## src/rtl/trigger_sequence_controller.sv

```systemverilog
// Commanded trigger sequencer: ARM with a delay, count down, fire a bounded
// (or latched) trigger window, and fall back to a safe idle on DISARM or completion.
module trigger_sequence_controller #(
  parameter int CNT_W      = 32,
  parameter int PULSE_CYC  = 16,
  parameter int FIRE_CNT_W = 8
) (
  input  logic                  CLK100MHZ,
  input  logic                  CPU_RESETN,
  input  logic                  cmd_valid,
  output logic                  cmd_ready,
  input  logic [1:0]            cmd_op,
  input  logic [CNT_W-1:0]      cmd_delay,
  output logic                  trigger,
  output logic [1:0]            state_o,
  output logic [CNT_W-1:0]      remaining,
  output logic [FIRE_CNT_W-1:0] fire_count
);

  typedef enum logic [1:0] {
    ST_IDLE  = 2'b00,
    ST_COUNT = 2'b01,
    ST_FIRE  = 2'b10,
    ST_LATCH = 2'b11
  } state_e;

  localparam logic [1:0] OP_ARM    = 2'b01;
  localparam logic [1:0] OP_DISARM = 2'b10;
  localparam logic [1:0] OP_FORCE  = 2'b11;

  localparam int PC_W = (PULSE_CYC > 1) ? $clog2(PULSE_CYC) : 1;
  localparam logic [PC_W-1:0] PULSE_LOAD = (PULSE_CYC > 0) ? PC_W'(PULSE_CYC - 1) : '0;

  state_e                  state_q, state_d;
  logic [CNT_W-1:0]        remaining_q, remaining_d;
  logic [PC_W-1:0]         pulse_q, pulse_d;
  logic [FIRE_CNT_W-1:0]   fire_count_q, fire_count_d, fire_count_inc;
  logic                    trigger_q, trigger_d;
  logic                    accept, is_arm, is_arm_now, is_disarm, is_force, fire_req;

  // A command transfers on any rising edge where cmd_valid && cmd_ready; cmd_ready
  // is tied high so DISARM can never be stalled, and NOP transfers with no effect.
  assign cmd_ready  = 1'b1;
  assign accept     = cmd_valid & cmd_ready;
  assign is_arm     = accept && (cmd_op == OP_ARM) && (cmd_delay != '0);
  assign is_arm_now = accept && (cmd_op == OP_ARM) && (cmd_delay == '0);
  assign is_disarm  = accept && (cmd_op == OP_DISARM);
  assign is_force   = (accept && (cmd_op == OP_FORCE)) || is_arm_now;

  assign fire_count_inc = (&fire_count_q) ? fire_count_q : fire_count_q + FIRE_CNT_W'(1);

  always_comb begin
    state_d      = state_q;
    remaining_d  = remaining_q;
    pulse_d      = pulse_q;
    fire_count_d = fire_count_q;
    fire_req     = 1'b0;
    case (state_q)
      ST_IDLE: begin
        if (is_arm) begin
          state_d     = ST_COUNT;
          remaining_d = cmd_delay;
        end else if (is_force) begin
          fire_req = 1'b1;
        end
      end
      ST_COUNT: begin
        // Accepted commands take priority over the countdown expiring on the same edge.
        if (is_disarm) begin
          state_d     = ST_IDLE;
          remaining_d = '0;
        end else if (is_arm) begin
          remaining_d = cmd_delay;
        end else if (is_force || (remaining_q <= CNT_W'(1))) begin
          fire_req = 1'b1;
        end else begin
          remaining_d = remaining_q - CNT_W'(1);
        end
      end
      ST_FIRE: begin
        if (is_disarm) begin
          state_d = ST_IDLE;
          pulse_d = '0;
        end else if (pulse_q == '0) begin
          state_d      = ST_IDLE;
          fire_count_d = fire_count_inc;
        end else begin
          pulse_d = pulse_q - PC_W'(1);
        end
      end
      ST_LATCH: begin
        if (is_disarm) state_d = ST_IDLE;
      end
      default: state_d = ST_IDLE;
    endcase

    // A zero pulse length means "hold until DISARM", so the fire is counted on entry.
    if (fire_req) begin
      remaining_d = '0;
      if (PULSE_CYC == 0) begin
        state_d      = ST_LATCH;
        fire_count_d = fire_count_inc;
      end else begin
        state_d = ST_FIRE;
        pulse_d = PULSE_LOAD;
      end
    end

    trigger_d = (state_d == ST_FIRE) || (state_d == ST_LATCH);
  end

  always_ff @(posedge CLK100MHZ or negedge CPU_RESETN) begin
    if (!CPU_RESETN) begin
      state_q      <= ST_IDLE;
      remaining_q  <= '0;
      pulse_q      <= '0;
      fire_count_q <= '0;
      trigger_q    <= 1'b0;
    end else begin
      state_q      <= state_d;
      remaining_q  <= remaining_d;
      pulse_q      <= pulse_d;
      fire_count_q <= fire_count_d;
      trigger_q    <= trigger_d;
    end
  end

  assign trigger    = trigger_q;
  assign state_o    = state_q;
  assign remaining  = remaining_q;
  assign fire_count = fire_count_q;

endmodule
```

## config.mk

```make
export PLATFORM = sky130hd
export DESIGN_NAME = trigger_sequence_controller
export DESIGN_NICKNAME = d
export VERILOG_FILES = /design/src/rtl/trigger_sequence_controller.sv
export SDC_FILE = /design/constraint.sdc
export NUM_CORES = 1
export LEC_CHECK = 0
export ABC_AREA = 1
export CORE_ASPECT_RATIO = 1.5
export CORE_UTILIZATION = 25
export CTS_CLUSTER_SIZE = 40
export DETAILED_ROUTE_END_ITERATION = 10
export GPL_TIMING_DRIVEN = 0
export HOLD_SLACK_MARGIN = 0.03
export SETUP_SLACK_MARGIN = 0.02
export SYNTH_ARGS = -nofsm -noshare
export SYNTH_HDL_FRONTEND = slang
export SYNTH_SLANG_ARGS = --single-unit
```

## constraint.sdc

```tcl
create_clock -name CLK100MHZ -period 2.9 [get_ports CLK100MHZ]
set_clock_uncertainty 0.2 [all_clocks]
set_input_delay 0.58 -clock CLK100MHZ [delete_from_list [all_inputs] [get_ports CLK100MHZ]]
set_output_delay 0.58 -clock CLK100MHZ [all_outputs]
set_load 0.02 [all_outputs]
```

== Word-level counts from Yosys, hierarchy flattened ==
Index checks and enable logic that the tools add are counted.
Storage, ports and cells
  register bits after elaboration: 47
  output and inout port bits: 44
Operators by class
  add/subtract/negate cells: 3
  order comparisons: 1
  equal/unequal tests: 11
  mux-type cells: 22
  bitwise gates (word level): 2
  reductions and logical operators: 19
Operators with widths (number)
  $mux W32: 5
  $pmux W32 S2: 1
  $le A32 B1 Y1 const B: 1
  $logic_not A32 Y1: 1
  $reduce_bool A32 Y1: 1
  $sub A32 B1 Y32 const B: 1
  $mux W4: 4
  $eq A2 B2 Y1 const B: 6
  $mux W2: 5
  $add A8 B1 Y8 const B: 1
  $reduce_and A8 Y1: 1
  $ne A3 B3 Y1 const B: 2
  $pmux W2 S3: 1
  $logic_and A1 B1 Y1: 5
  $mux W1: 5
  $ne A5 B5 Y1 const B: 1
  $eq A2 B1 Y1 const B: 2
  $logic_not A4 Y1: 1
  $reduce_and A4 Y1: 1
  $sub A4 B1 Y4 const B: 1
  $logic_or A1 B1 Y1: 3
  $reduce_and A3 Y1: 1
  $reduce_bool A3 Y1: 1
  $logic_not A2 Y1: 1
  other kinds (5): 6

== Logic depth before layout (Yosys ltp) ==
Gate-level depths: netlist of run 1.
  depth after elaboration: 12
  depth in mapped cells: 14
  mapped depth without buffers: 13

== Worst setup path before layout of run 1 ==
No wires, ideal clock.
  path kind: flip-flop to flip-flop
  start point: register remaining_q[0] (netlist: remaining[0])
  end point: register remaining_q[17] (netlist: remaining[17])
  setup time: 0.077 ns
  data arrival time: 1.734 ns
  path slack: 0.889 ns
  cell stages (with the launch flop): 12
  buffers on the path: 2
  cell sequence: dfrtp_1 > inv_1 > ha_1 > o21ai_0 > nor2_1 > nand2_1 > o21bai_2 > nand3_2 > buf_2 > buf_6 > nand4_1 > o21ai_1
Between the ends
  word-level cells in the longest chain between the ends: 8
  elaborated cells on any way between the ends: 16
  classes of those cells: add/sub (1); order compare (1); eq/ne (2); mux (9); reduce/logical (3)
Ends and longest elaborated chain
  start: declaration: line 35  | logic [CNT_W-1:0] remaining_q, remaining_d;
  start signal: assignment: line 121  | remaining_q <= remaining_d;
  $le A32 B1 Y1: line 74  | end else if (is_force || (remaining_q <= CNT_W'(1))) begin
  $logic_or A1 B1 Y1: line 74
  $mux W1: line 74
  $mux W1: line 72  | end else if (is_arm) begin
  $mux W1: line 69  | if (is_disarm) begin
  $pmux W1 S2: line 58  | case (state_q)
  $ne A5 B5 Y1 (no line), or another cell as far along
  $reduce_and A3 Y1 (no line)
Several ways; a longest one is shown, not always the timed one. The select of a mux whose other input is x is not followed.
A chain may end at the register's enable or synchronous reset.

== Worst setup path after layout of run 1 ==
  start point: input cmd_delay[26]
  end point: register remaining_q[12] (netlist: remaining[12])
Between the ends
  word-level cells in the longest chain between the ends: 10
  elaborated cells on any way between the ends: 20
  classes of those cells: eq/ne (2); mux (10); reduce/logical (8)
Ends and longest elaborated chain
  start: declaration: line 13  | input logic [CNT_W-1:0] cmd_delay,
  $logic_not A32 Y1: line 46  | assign is_arm_now = accept && (cmd_op == OP_ARM) && (cmd_delay == '0);
  $logic_and A1 B1 Y1: line 46
  $logic_or A1 B1 Y1: line 48  | assign is_force = (accept && (cmd_op == OP_FORCE)) || is_arm_now;
  $logic_or A1 B1 Y1: line 74
  $mux W1: line 74
  $mux W1: line 72
  $mux W1: line 69
  $pmux W1 S2: line 58
  $ne A5 B5 Y1 (no line), or another cell as far along
  $reduce_and A3 Y1 (no line)
Several ways; a longest one is shown, not always the timed one.

==> results of run 1 <==
## cell usage in the layout, fill, tap and decap left out, types with 4 or more instances in the layout
master and instances:
nor2_2 6, xor2_1 11, nand4_1 39, nor2_1 147, clkdlybuf4s50_1 78, xnor2_1 10
ha_1 5, buf_6 4, nand3b_1 4, inv_1 88, clkbuf_1 17, nand3_1 53
inv_2 4, o21ai_0 9, nand2_1 237, o21ai_1 18, clkbuf_16 5, dfrtp_1 47
buf_2 9
## sequential cells by signal (all words and copies together), names as in the netlist
register and count:
pulse_q 4, state_o 2, remaining 32, trigger 1, fire_count 8
## cell type report
type,instances,area (sq um)
Tap cell,210,263
Clock inverter,1,5.00
Timing Repair Buffer,80,806
Sequential cell,47,1180
Clock buffer,7,133
Multi-Input combinational cell,561,2560
Buffer,31,160
Inverter,92,345
Fill cell,1864,11200
## how the worst min path moves through the flow
stage                     to  slack (ns)  cells past startpoint
2_1_floorplan  fire_count[0]        0.08                      0
3_3_place_gp   fire_count[7]        0.29                      1
3_5_place_dp   fire_count[7]        0.28                      1
4_1_cts        remaining[19]        0.12                      1
5_1_grt        remaining[19]        0.15                      1
6_report       remaining[19]        0.08                      1
## report_power, final
part / leakage (nW) / total [W] / switching, W / internal [W]
clock network: 0.0679 / 0.000595 / 0.000275 / 0.000320
registers: 0.598 / 0.00133 / 0.000409 / 0.000916
logic: 2.15 / 0.00292 / 0.00176 / 0.00116
## kinds of logic after synthesis
kind of cell    count (synthesis)  share of synthesized area (%)
flops                          47                           27.7
xor+xnor                       21                           4.33
other cells                     1                         0.0884
compound gates                 36                           4.75
buf+inv                       123                           11.9
mux                             1                          0.265
fa+ha+maj                       5                           1.47
simple gates                  497                           49.5
## metal layers
metal	up-vias	share of wire [%]	track usage (%)
met5	-	0	0
li1	2454	-	-
met2	161	53	32.1
met1	2209	39	19.7
met4	0	2.7	7.37
met3	25	4.9	1.78
## through the flow
step / hold WS (ns) / utilization [%] / instances
2_1_floorplan: 0.0844 / - / 731
3_3_place_gp: 0.291 / 31.7 / 1020
3_5_place_dp: 0.282 / 31.8 / 1021
4_1_cts: 0.122 / 32.6 / 1029
5_1_grt: 0.148 / 32.6 / 1029
6_report: 0.0809 / 32.6 / 1029
## worst register-to-register path, stage by stage (launching register included)
cell and delay (ns):
dfrtp_1 0.42, inv_1 0.11, ha_1 0.28, nand3_1 0.24, inv_1 0.17, nand2_1 0.11
nor2_1 0.25, xnor2_1 0.15, nand2_1 0.06, nand2_1 0.06, nand2_1 0.04, nand2_1 0.08
nand2_1 0.04
==> impl_metrics.env, run 1 <==
export IMPL_status="finished clean"
export IMPL_cap_viol_max_count=0
export IMPL_cts_clk_slew_worst_paths_ns=0.07
export IMPL_htreeDepth=2
export IMPL_cts_sink_count=47
export IMPL_leakage_nw=2.81
export IMPL_final_layout_size_suffix_gt1_share_pct=4.88
export IMPL_yosysTopAreaCell="dfrtp_1"
export IMPL_cts_made_buffers=5
export IMPL_syn_nets=773
export IMPL_synth_edf_count=0
export IMPL_grt_usage_pct=17.3
export IMPL_synth_top_cell_area_share_pct=27.7
export IMPL_synth_seq_cells=47
export IMPL_synth_area_per_cell_sq_um=5.80
export IMPL_diodes=0
export IMPL_antenna_found_initial=0
export IMPL_netlist_area_sq_um=4240
export IMPL_die_w_um=108
export IMPL_hp_class="input pin to async pin"
export IMPL_nets=860
export IMPL_synth_area_leaders="dfrtp_1 28%, nand2_1 21%, nor2_1 13%"
export IMPL_start_util_pct=25.4
export IMPL_ir_drop_mv=0.351
export IMPL_cts_hold_buffers=0
export IMPL_wl_mm=14.9
export IMPL_async_flop_share_pct=100
export IMPL_first_pass_iters=5
export IMPL_via_per_inst=4.71
export IMPL_r2r_start="remaining[0]"
export IMPL_worst_slew_pin_transition_ns=0.619
export IMPL_postCtsSetupBuffers=0
export IMPL_clk_latency_ns=0.30
export IMPL_cts_buffer_depth=2
export IMPL_setup_tns_ns=0
export IMPL_synth_common_cells="237 x nand2_1, 147 x nor2_1, 88 x inv_1, 53 x nand3_1, 47 x dfrtp_1"
export IMPL_syn_to_final_growth_pct=28.4
export IMPL_path_class="input pin to register"
export IMPL_ys_warn_count=0
export IMPL_arrival_ns=2.60
export IMPL_finalSetupViolations=0
export IMPL_rows=58
export IMPL_path_max_fanout=10
export IMPL_reg2reg_slack_ns=0.58
export IMPL_clockRootBuffer="clkbuf_16"
export IMPL_postRouteAntennaNets=0
export IMPL_post_place_ws_ns=0.0177
export IMPL_r2r_end="remaining[30]"
export IMPL_maxSlewHeadroom_pct=58.7
export IMPL_crit_path_start_kind="input pin"
export IMPL_cts_resized=0
export IMPL_max_stage_delay_ns=0.53
export IMPL_crit_family="buffers and inverters"
export IMPL_worst_slack_ns=0.313
export IMPL_place_gp_congestion=0.922
export IMPL_worst_path_buf_inv=3
export IMPL_crit_chain="clkdlybuf4s50_1, nor2_1, nand2_1, nor2_1, nand2_1, inv_1, nand2_1, nand2_2, nand2_2, clkbuf_1, nand4_1, o21ai_1"
export IMPL_total_power_w=0.00484
export IMPL_cp_end_kind="register"
export IMPL_drt_iter0_markers=315
export IMPL_ys_types=34
export IMPL_dieHeight_um=162
export IMPL_power_density_nw_per_um2=889
export IMPL_cts_tree="built"
export IMPL_drc_errors=0
export IMPL_overflow=0
export IMPL_fmax_ghz=0.387
export IMPL_synth_most_common_cell="nand2_1"
export IMPL_cp_endpoint="remaining[12]"
export IMPL_rsz0062_at_grt="false"
export IMPL_path_depth=12
export IMPL_timing_final_crit_share_pct=89.2
export IMPL_path_common_cell="nand2_1"
export IMPL_grt_pass1_vias=4612
export IMPL_design_area_sq_um=5450
export IMPL_hpwl_mm=11.7
export IMPL_cp_startpoint="cmd_delay[26]"
export IMPL_final_hold_viol_count=0
export IMPL_netlist_instances=731
export IMPL_port_buffers=79
export IMPL_cp_slowest_cell="clkdlybuf4s50_1"
export IMPL_min_period_ns=2.59
export IMPL_rr_worst_depth=12
export IMPL_vias=4849
export IMPL_grt_pass1_wl_mm=23.4
export IMPL_place_area_sq_um=5310
export IMPL_synth_seq_area_share_pct=27.7
export IMPL_coreArea_sq_um=16700
export IMPL_maxSlewViolCount=0
export IMPL_die_area_sq_um=17500
export IMPL_synth_ff_type="dfrtp_1"
export IMPL_io_pins=81
export IMPL_grt_max_degree=25
export IMPL_wl_per_cell_um=14.4
export IMPL_required_ns=2.92
No activity file was read; power rests on OpenSTA's default activity.
==> run 2, diff against run 1 <==
--- a/config.mk
+++ b/config.mk
@@ -6,13 +6,16 @@
 export NUM_CORES = 1
 export LEC_CHECK = 0
 export ABC_AREA = 1
+export CAP_MARGIN = 20
 export CORE_ASPECT_RATIO = 1.5
 export CORE_UTILIZATION = 25
 export CTS_CLUSTER_SIZE = 40
 export DETAILED_ROUTE_END_ITERATION = 10
 export GPL_TIMING_DRIVEN = 0
 export HOLD_SLACK_MARGIN = 0.03
+export MAX_ROUTING_LAYER = met4
 export SETUP_SLACK_MARGIN = 0.02
+export SKIP_LAST_GASP = 1
 export SYNTH_ARGS = -nofsm -noshare
 export SYNTH_HDL_FRONTEND = slang
 export SYNTH_SLANG_ARGS = --single-unit
==> impl_metrics.env, run 2 (synthesized netlist as in run 1, its figures left out) <==
export IMPL_worst_slew_pin_transition_ns=0.610
export IMPL_grt_pass1_vias=4541
export IMPL_leakage_nw=2.82
export IMPL_crit_chain="clkdlybuf4s50_1, nor2_1, nand2_1, nor2_1, nand2_1, inv_1, nand2_1, nand2_2, nand2_2, clkbuf_1, nand4_1, o21ai_1"
export IMPL_power_density_nw_per_um2=893
export IMPL_cts_resized=0
export IMPL_status="finished clean"
export IMPL_drc_errors=0
export IMPL_place_gp_congestion=0.953
export IMPL_path_max_fanout=10
export IMPL_cts_hold_buffers=0
export IMPL_post_place_ws_ns=-0.0213
export IMPL_fmax_ghz=0.377
export IMPL_maxSlewHeadroom_pct=59.4
export IMPL_postCtsSetupBuffers=0
export IMPL_antenna_found_initial=0
export IMPL_overflow=0
export IMPL_ir_drop_mv=0.259
export IMPL_hp_class="input pin to async pin"
export IMPL_timing_final_crit_share_pct=91.6
export IMPL_required_ns=2.92
export IMPL_wl_per_cell_um=14.7
export IMPL_final_util_pct=32.7
export IMPL_via_per_inst=4.67
export IMPL_syn_to_final_growth_pct=28.6
export IMPL_start_util_pct=25.4
export IMPL_postRouteAntennaNets=0
export IMPL_htreeDepth=2
export IMPL_crit_family="buffers and inverters"
export IMPL_worst_path_buf_inv=3
export IMPL_cts_buffer_depth=2
export IMPL_dieHeight_um=162
export IMPL_rsz0062_at_grt="false"
export IMPL_grt_max_degree=29
export IMPL_die_w_um=108
export IMPL_port_buffers=79
export IMPL_cts_sink_count=47
export IMPL_maxSlewViolCount=0
export IMPL_layout_commonest_cell="nand2_1"
export IMPL_cp_end_kind="register"
export IMPL_io_pins=81
export IMPL_drt_iter0_markers=313
export IMPL_arrival_ns=2.68
export IMPL_clk_latency_ns=0.30
export IMPL_cts_made_buffers=5
export IMPL_fill_cells=1858
export IMPL_max_stage_delay_ns=0.53
export IMPL_cts_tree="built"
export IMPL_hpwl_mm=11.9
export IMPL_grt_usage_pct=18.2
export IMPL_final_hold_viol_count=0
export IMPL_coreArea_sq_um=16700
export IMPL_path_class="input pin to register"
export IMPL_timing_hold_ws_ns=0.0481
export IMPL_diodes=0
export IMPL_largest_reg_flops=32
export IMPL_wl_mm=15.1
export IMPL_most_common_layout_cells="237 x nand2_1, 147 x nor2_1, 88 x inv_1, 78 x clkdlybuf4s50_1, 53 x nand3_1"
export IMPL_vias=4797
export IMPL_first_pass_iters=5
export IMPL_grt_pass1_wl_mm=23.7
export IMPL_worst_slack_ns=0.244
export IMPL_cp_slowest_cell="clkdlybuf4s50_1"
export IMPL_cap_viol_max_count=0
export IMPL_die_area_sq_um=17500
export IMPL_min_period_ns=2.66
export IMPL_cts_clk_slew_worst_paths_ns=0.07
export IMPL_final_layout_size_suffix_gt1_share_pct=5.01
export IMPL_reg2reg_slack_ns=0.59
export IMPL_finalSetupViolations=0
export IMPL_clockRootBuffer="clkbuf_16"
export IMPL_ff_latch_area_sq_um=1180
export IMPL_rows=58
export IMPL_crit_path_start_kind="input pin"
export IMPL_path_common_cell="nand2_1"
export IMPL_multiInputGateArea_sq_um=2560
export IMPL_nets=860
## run 2: cell count changes in the layout (fill, tap and decap cells not counted)
cell,change
clkbuf_8,+1
clkbuf_1,-2
## run 2: final cells by class
class                      instances  area share (%)
buffer                            31            2.94
clock buffer                       6            2.55
clock inverter                     1          0.0917
inverter                          92            6.33
multi-input combinational        561            46.9
sequential                        47            21.6
tap                              210            4.82
timing repair buffer              80            14.8
## run 2: metrics by stage
step,setup TNS [ns],total power (W),std cells,cell area [sq um]
CTS,0,0.00488,1028,5460
detailed placement,-0.0556,0.00426,1021,5310
global route,0,0.00528,1028,5460
floorplan,0,0.00315,731,4240
global placement,-29.88,0.00424,1020,5300
finish,0,0.00487,1028,5460
## run 2: power breakdown
| group | switching (W) | internal, W |
|---|---|---|
| Clock | 0.000274 | 0.000338 |
| Combinational | 0.00178 | 0.00116 |
| Sequential | 0.000406 | 0.000917 |
| Total | 0.00246 | 0.00241 |
## run 2: final timing paths
kind / start / cells past startpoint / to
setup / recovery: cmd_delay[26] / 12 / remaining[18]
hold / removal: CPU_RESETN / 1 / remaining[12]
setup reg to reg: remaining[0] / 11 / remaining[24]
hold reg to reg: fire_count[7] / 1 / fire_count[7]
max in group asynchronous: CPU_RESETN / 2 / state_o[0]
min in group CLK100MHZ: fire_count[7] / 1 / fire_count[7]
## run 2: routing by layer
metal	share of wire [%]	vias up	track usage, %
met5	0	-	-
met4	2.5	0	6.88
met3	3.7	21	1.49
met2	52	125	32.9
met1	41	2195	20.6
li1	-	2456	-
